**config.mk**
```make
export PLATFORM = sky130hd
export DESIGN_NAME = dot_acc_stage
export DESIGN_NICKNAME = d
export VERILOG_FILES = /design/src/rtl/mul_pkg.sv /design/src/rtl/sat_add.sv /design/src/rtl/dot_acc_stage.sv
export SDC_FILE = /design/constraint.sdc
export NUM_CORES = 1
export LEC_CHECK = 0
export ABC_AREA = 1
export ABC_CLOCK_PERIOD_IN_PS = 4900
export CORE_AREA = 2 2 92 94
export CTS_CLUSTER_SIZE = 10
export DETAILED_ROUTE_END_ITERATION = 12
export DIE_AREA = 0 0 94 96
export MAX_ROUTING_LAYER = met4
export PLACE_DENSITY_LB_ADDON = 0.12
export SLEW_MARGIN = 20
export SYNTH_ARGS = -nofsm -noshare
export SYNTH_HDL_FRONTEND = slang
export SYNTH_SLANG_ARGS = --single-unit
export TNS_END_PERCENT = 50
```
**constraint.sdc**
```tcl
create_clock -name clk -period 4.9 [get_ports clk]
set_input_delay 0.98 -clock clk [delete_from_list [all_inputs] [get_ports clk]]
set_output_delay 0.98 -clock clk [all_outputs]
set_load 0.03 [all_outputs]
```
**src/rtl/mul_pkg.sv**
```systemverilog
// Shared definitions for the multiplier / dot-product datapath.
//   PROD_W      : width of one unsigned product from the 8x8 multiplier
//   CNT_W       : width of the term counter
//   acc_state_t : accumulation stage FSM states
package mul_pkg;

    localparam int unsigned PROD_W = 16;
    localparam int unsigned CNT_W  = 8;

    typedef enum logic [1:0] {
        IDLE = 2'd0,
        ACC  = 2'd1,
        DONE = 2'd2
    } acc_state_t;

endpackage : mul_pkg

```
**src/rtl/sat_add.sv**
```systemverilog
// Combinational W-bit unsigned adder with overflow detection.
//   a, b : unsigned addends
//   sum  : a+b, clamped to all-ones on carry when SAT=1, else wrapped
//   ovf  : carry out of the W-bit addition
module sat_add #(
    parameter int unsigned W   = 24,
    parameter bit          SAT = 1'b1
) (
    input  logic [W-1:0] a,
    input  logic [W-1:0] b,
    output logic [W-1:0] sum,
    output logic         ovf
);

    logic [W:0] full;

    always_comb begin
        full = {1'b0, a} + {1'b0, b};
        ovf  = full[W];
        // A saturated accumulator stays at max: adding anything non-zero
        // carries again, adding zero leaves it unchanged.
        if (SAT && full[W]) begin
            sum = '1;
        end else begin
            sum = full[W-1:0];
        end
    end

endmodule : sat_add

```
**src/rtl/dot_acc_stage.sv**
```systemverilog
// Dot-product accumulation stage behind the 8x8 unsigned multiplier.
// Sums 16-bit products, one per accepted beat, and presents the finished
// sum, term count and sticky overflow flag when the beat marked last lands.
//   clk, rst_n           : clock, asynchronous active-low reset
//   in_valid / in_ready  : product input handshake (in_ready low while DONE)
//   in_prod, in_last     : unsigned product, final-term marker
//   out_valid/out_ready  : result handshake (out_valid high exactly in DONE)
//   out_acc              : accumulated sum (ACC_W bits)
//   out_count            : number of terms, saturating at 255
//   out_sat              : an overflow occurred during this sum
module dot_acc_stage
    import mul_pkg::*;
#(
    parameter int unsigned ACC_W = 24,
    parameter bit          SAT   = 1'b1
) (
    input  logic               clk,
    input  logic               rst_n,
    input  logic               in_valid,
    output logic               in_ready,
    input  logic [PROD_W-1:0]  in_prod,
    input  logic               in_last,
    output logic               out_valid,
    input  logic               out_ready,
    output logic [ACC_W-1:0]   out_acc,
    output logic [CNT_W-1:0]   out_count,
    output logic               out_sat
);

    acc_state_t        state_q, state_d;
    logic [ACC_W-1:0]  acc_q, acc_d;
    logic [CNT_W-1:0]  cnt_q, cnt_d;
    logic              sat_q, sat_d;
    logic              in_ready_q, out_valid_q;

    logic [ACC_W-1:0]  prod_ext;
    logic [ACC_W-1:0]  add_sum;
    logic              add_ovf;
    logic              accept, take;

    // Products are unsigned; zero-extend, never sign-extend.
    assign prod_ext = {{(ACC_W-PROD_W){1'b0}}, in_prod};

    sat_add #(
        .W   (ACC_W),
        .SAT (SAT)
    ) u_sat_add (
        .a   (acc_q),
        .b   (prod_ext),
        .sum (add_sum),
        .ovf (add_ovf)
    );

    always_comb begin
        accept  = in_valid && in_ready_q;
        take    = out_valid_q && out_ready;
        state_d = state_q;
        acc_d   = acc_q;
        cnt_d   = cnt_q;
        sat_d   = sat_q;
        case (state_q)
            IDLE, ACC: begin
                if (accept) begin
                    acc_d   = add_sum;
                    cnt_d   = (cnt_q == '1) ? cnt_q : cnt_q + CNT_W'(1);
                    sat_d   = sat_q | add_ovf;
                    state_d = in_last ? DONE : ACC;
                end
            end
            DONE: begin
                if (take) begin
                    state_d = IDLE;
                    acc_d   = '0;
                    cnt_d   = '0;
                    sat_d   = 1'b0;
                end
            end
            default: state_d = IDLE;
        endcase
    end

    // Handshake flags are registered from the next state so both are pure
    // functions of the current state with no path from out_ready.
    always_ff @(posedge clk or negedge rst_n) begin
        if (!rst_n) begin
            state_q     <= IDLE;
            acc_q       <= '0;
            cnt_q       <= '0;
            sat_q       <= 1'b0;
            in_ready_q  <= 1'b1;
            out_valid_q <= 1'b0;
        end else begin
            state_q     <= state_d;
            acc_q       <= acc_d;
            cnt_q       <= cnt_d;
            sat_q       <= sat_d;
            in_ready_q  <= (state_d != DONE);
            out_valid_q <= (state_d == DONE);
        end
    end

    assign in_ready  = in_ready_q;
    assign out_valid = out_valid_q;
    assign out_acc   = acc_q;
    assign out_count = cnt_q;
    assign out_sat   = sat_q;

endmodule : dot_acc_stage
```
==> results of run 1 <==
==> cells in the final DEF, fill, tap and decap left out, types with 2 or more instances in the layout <==
cell type and n:
nor2_1 40, inv_2 9, nand3b_1 7, o21ai_2 3, o211ai_1 3, nand3_1 42, ha_1 17, dfrtp_1 36
nand2_1 154, and2_1 2, o22ai_1 3, a21oi_1 16, nor2_2 3, nand4_1 7, clkbuf_8 6, clkdlybuf4s50_1 54
o21ai_0 12, inv_1 66, nor3_1 6, nand2_4 2, or2_2 5
==> final cells by class <==
cell class / instances / area [µm²]
fill: 855 / 4330
multi-input combinational: 334 / 1710
sequential: 37 / 927
timing repair buffer: 56 / 553
inverter: 75 / 282
tap: 105 / 131
clock buffer: 6 / 82.6
clock inverter: 2 / 37.5
==> power by group <==
group / switching (W) / internal [W] / leakage (nW)
Clock: 0.000119 / 0.000166 / 0.0574
Sequential: 0.000121 / 0.000432 / 0.473
Combinational: 0.000891 / 0.000529 / 1.40
==> registers in the layout, indices dropped and copies added, names as in the netlist <==
signal and cells:
state_q 2, out_sat 1, out_acc 24, out_valid 1
out_count 8, in_ready 1
==> metrics by stage <==
| stage | area (µm²) | util, % | instances |
|---|---|---|---|
| after detailed placement | 3600 | 44.8 | 607 |
| after floorplan | 2950 | - | 451 |
| final | 3720 | 46.2 | 615 |
| after global routing | 3720 | 46.2 | 615 |
| after global placement | 3600 | 44.8 | 607 |
| after CTS | 3720 | 46.2 | 615 |
==> layer usage <==
metal	vias up	GRT usage (%)	share of wire [%]
li1	1546	-	-
met5	-	-	0
met4	0	5.68	1.4
met3	12	3.92	4.9
met2	62	33.8	47
met1	1346	22.8	47
==> critical path, delay by kind of cell <==
kind / cells / cell delay (ps)
AOI/OAI and AO/OA: 1 / 150
adders and majority gates: 2 / 630
buffers and inverters: 2 / 470
and+or+nand+nor: 8 / 950
==> worst paths after layout <==
check,start,endpoint
min reg2reg,out_sat$_DFFE_PN0P_,out_sat$_DFFE_PN0P_
max in group asynchronous,rst_n,out_acc[21]$_DFFE_PN0P_
min in group asynchronous,rst_n,out_acc[6]$_DFFE_PN0P_
max reg2reg,out_acc[0]$_DFFE_PN0P_,out_acc[18]$_DFFE_PN0P_
min,out_sat$_DFFE_PN0P_,out_sat$_DFFE_PN0P_
max,in_prod[0],out_acc[18]$_DFFE_PN0P_
==> kinds of logic after synthesis <==
kind of cell,synth area share (%)
AND/OR/NAND/NOR,42.1
AO/OA/AOI/OAI,7.77
buffers and inverters,10.5
flip-flops,31.5
XOR/XNOR,0.297
adder cells (fa/ha/maj),7.89
==> impl_metrics.toml, run 1 <==
[sta]
slew_headroom_pct = 42.3
slew_violations = 0
hold-worst-slack_ps = 528
fmax_ghz = 0.333
hold_viol = 0
setup_tns_ps = 0
fin_crit_sh_pct = 61.3
final.setup.worst_slack_ps = 1900
fin_skew_ps = 6.55
period_needed_ps = 3000
tightest_slew_ps = 865
rsz0062_at_grt = "false"
setup_viol = 0

[logic_synthesis]
ys_warn_count = 0
synth_edf_count = 0
syn_inst = 451
synth_top_area_share_pct = 30.6
async_reset_ff_share_pct = 100
synth-seq-area-share_pct = 31.5
synth.top_cells.by_area = "dfrtp_1 31%, nand2_1 20%, inv_1 8.4%"
synth_nets = 490
synth_ff_type = "dfrtp_1"
synth_common_cells = "154 x nand2_1, 66 x inv_1, 42 x nand3_1"
avgSynthCellArea_um2 = 6.54
netlist-cell-type-count = 35
yosysMostFrequentCell = "nand2_1"
netlist_area_mm2 = 0.00295
synth-seq-cells = 37
synth_top_area_cell = "dfrtp_1"

[global_route]
grt_max_degree = 38
grt.total_usage_pct = 19.4
grt-ovfl-total = 0
grt_antenna_before_repair = 0
grt_pass1_wl_um = 13400
grt_pass1_vias = 2995

[drt]
drtIter0Drc = 100
drcViolationCount = 0
wire_per_inst_um = 12.8
routed-via-count = 2966
antenna_left = 0
drtPass1Iterations = 4
routed_wl_um = 7890
avgViaCountPerCell = 4.82

[placed_design]
gp_congestion = 0.887
port_buffers = 55
place_hpwl_um = 5980
pre_cts_slack_ps = 1570

[worst_setup_path]
cp_max_fo = 23
criticalPathCategory = "in2reg"
r2r_cells = 12
path_cells = "clkdlybuf4s50_1 -> ha_1 -> fa_1 -> nand2_1 -> nand2_1 -> nand3_1 -> nand2_1 -> nand2_1 -> nand2_2 -> nand3b_4 -> o21ai_0 -> inv_1 -> nand2_1"
crit_path_frequent_cell = "nand2_1"
arrival_ps = 3190
r2r_setup_slack_ps = 2600
endpoint_kind = "register"
max_stage_delay_ps = 400
crit_path_start_kind = "input port"
slowest_stage = "clkdlybuf4s50_1"
crit_required_ps = 5080

[die]
pin_count = 56
start_util_pct = 36.6
die_x_um = 94
dieArea_mm2 = 0.00902
core-area_mm2 = 0.00805
fp-row-count = 33
fp.dieH_um = 96

[finish]
num_antenna_cells = 0
areaGrowthSynthToFinish_pct = 26.3
final_nets = 548
drive_above_1_share_pct = 7.65

[cts]
clock_sinks = 37
clk_pin_slew_ps = 80
cts_buffers = 5
cts_tree = "yes"
cts.repair.resized = 0
cts_setup_buffers = 0
clk_root_buffer_cell = "clkbuf_8"
cts_max_level = 2
clk_latency_ps = 290
ctsLongestPathBuffers = 2
holdBufCountCts = 0

[run_status]
status = "finished clean"

[power_and_ir_drop]
peakVddDrop_v = 0.000250
leakagePower_nw = 1.93
finalPower_w = 0.00226
p_per_area_mw_per_mm2 = 606

[worst_hold_path]
min_path_type = "reg2reg"
whs_path_depth = 2

[run]
max-cap-violations = 0
Power figures use the tool's default switching activity.
==> inputs of run 2 (changes only) <==
--- a/config.mk
+++ b/config.mk
@@ -6,7 +6,7 @@
 export NUM_CORES = 1
 export LEC_CHECK = 0
 export ABC_AREA = 1
-export ABC_CLOCK_PERIOD_IN_PS = 4900
+export ABC_CLOCK_PERIOD_IN_PS = 2900
 export CORE_AREA = 2 2 92 94
 export CTS_CLUSTER_SIZE = 10
 export DETAILED_ROUTE_END_ITERATION = 12
==> constraint.sdc (replaced) <==
create_clock -name clk -period 2.9 [get_ports clk]
set_input_delay 0.58 -clock clk [delete_from_list [all_inputs] [get_ports clk]]
set_output_delay 0.58 -clock clk [all_outputs]
set_load 0.03 [all_outputs]
==> run 2 against run 1 <==
Effect of this change: non-clock buffer count increased by 3; global-route usage shrank 0.24 points; cell count is 0.49% higher; core utilization grew 0.37 points; die area did not move; wire length down 0.94%; worst hold slack got worse by 140 ps; critical path type unchanged; largest power group unchanged.
==> impl_metrics.toml, run 2 (synthesis gave the netlist of run 1 again) <==
[worst_setup_path]
criticalPathCategory = "in2reg"
crit_required_ps = 3080
cp_max_fo = 11
cp-startpoint = "in_prod[0]"
path_cells = "clkdlybuf4s50_1 -> ha_1 -> fa_1 -> nand2_1 -> nand2_1 -> nand3_1 -> nand2_1 -> nand2_1 -> nand2_2 -> nand3b_4 -> buf_12 -> nand2_1 -> inv_1 -> nand2_1"
r2r-start = "out_acc[0]$_DFFE_PN0P_"
endpoint_kind = "register"
arrival_ps = 2660
slowest_stage = "clkdlybuf4s50_1"
max_stage_delay_ps = 400
crit_path_start_kind = "input port"
crit_path_frequent_cell = "nand2_1"
r2r_cells = 13

[cts]
clock_sinks = 37
cts_max_level = 2
cts_setup_buffers = 0
cts.repair.resized = 0
cts_buffers = 5
ctsLongestPathBuffers = 2
holdBufCountCts = 0
cts_tree = "yes"
clk_pin_slew_ps = 90
clk_latency_ps = 290
clk_root_buffer_cell = "clkbuf_8"

[global_route]
grt_pass1_wl_um = 13400
grt-ovfl-total = 0
grt_max_degree = 38
grt.total_usage_pct = 19.1
grt_antenna_before_repair = 0
grt_pass1_vias = 2954

[finish]
layoutNonFillerInstCount = 618
fillers = 830
most-common-layout-cells = "154 x nand2_1, 66 x inv_1, 54 x clkdlybuf4s50_1"
areaGrowthSynthToFinish_pct = 27.3
final_common_cell = "nand2_1"
drive_above_1_share_pct = 8.19
final_core_util_pct = 46.6
num_antenna_cells = 0
largest_register_ffs = 24
final_nets = 551

[placed_design]
placed_cells = 610
pre_cts_slack_ps = 105
port_buffers = 55
gp_congestion = 0.890
place_hpwl_um = 6020

[sta]
setup_viol = 0
fmax_ghz = 0.404
final.setup.worst_slack_ps = 424
fin_crit_sh_pct = 85.4
slew_headroom_pct = 42.1
rsz0062_at_grt = "false"
tightest_slew_ps = 869
period_needed_ps = 2480
hold_viol = 0
slew_violations = 0
setup_tns_ps = 0
fin_skew_ps = 6.98

[drt]
antenna_left = 0
drtIter0Drc = 124
drcViolationCount = 0
wire_per_inst_um = 12.6
avgViaCountPerCell = 4.81
routed_wl_um = 7810
drtPass1Iterations = 4
routed-via-count = 2972

[die]
start_util_pct = 36.6
die_x_um = 94
fp.dieH_um = 96
pin_count = 56
fp-row-count = 33
dieArea_mm2 = 0.00902
core-area_mm2 = 0.00805

[power_and_ir_drop]
finalPower_w = 0.00380
p_per_area_mw_per_mm2 = 1010
leakagePower_nw = 1.95
peakVddDrop_v = 0.000472

[run]
max-cap-violations = 0

[worst_hold_path]
min_path_type = "in2async"

[run_status]
status = "finished clean"
==> run 2: metal layers <==
| metal | up-vias | global-route usage [%] | share of wire (%) |
|---|---|---|---|
| met2 | 63 | 33.6 | 49 |
| met3 | 4 | 3.45 | 5.5 |
| met1 | 1349 | 23.4 | 45 |
| met4 | 0 | 3.38 | 0.92 |
| li1 | 1556 | - | - |
| met5 | - | - | 0 |
==> run 2: final timing paths <==
kind	end	slack (ps)
hold / removal	out_acc[7]$_DFFE_PN0P_	390
max in group asynchronous	out_acc[16]$_DFFE_PN0P_	1950
hold reg to reg	out_sat$_DFFE_PN0P_	520
setup / recovery	out_acc[15]$_DFFE_PN0P_	420
setup reg to reg	out_acc[15]$_DFFE_PN0P_	730
min in group clk	out_sat$_DFFE_PN0P_	520
==> run 2: final cells by class <==
class	instances	area [µm²]	share of cell area [%]
clock buffers	5	68.8	1.83
clock inverters	3	46.3	1.23
inverters	75	282	7.50
multi-input cells	334	1710	45.6
flip-flops and latches	37	927	24.7
well taps	105	131	3.50
repair buffers	59	588	15.7
==> run 2: report_power, final <==
part	switching [W]	internal, W
logic	0.00150	0.000902
clock network	0.000209	0.000258
registers	0.000207	0.000730
total	0.00191	0.00189
==> run 2: critical path, delay by kind of cell <==
kind,cells,cell delay (ps)
buf+inv,3,590
fa+ha+maj,2,610
simple gates,9,870
==> run 2: per-stage QoR <==
stage	cell area, µm²	hold WS [ps]
floorplan	2950	284
global placement	3640	503
detailed placement	3640	507
finish	3750	393
CTS	3750	440
global route	3750	476
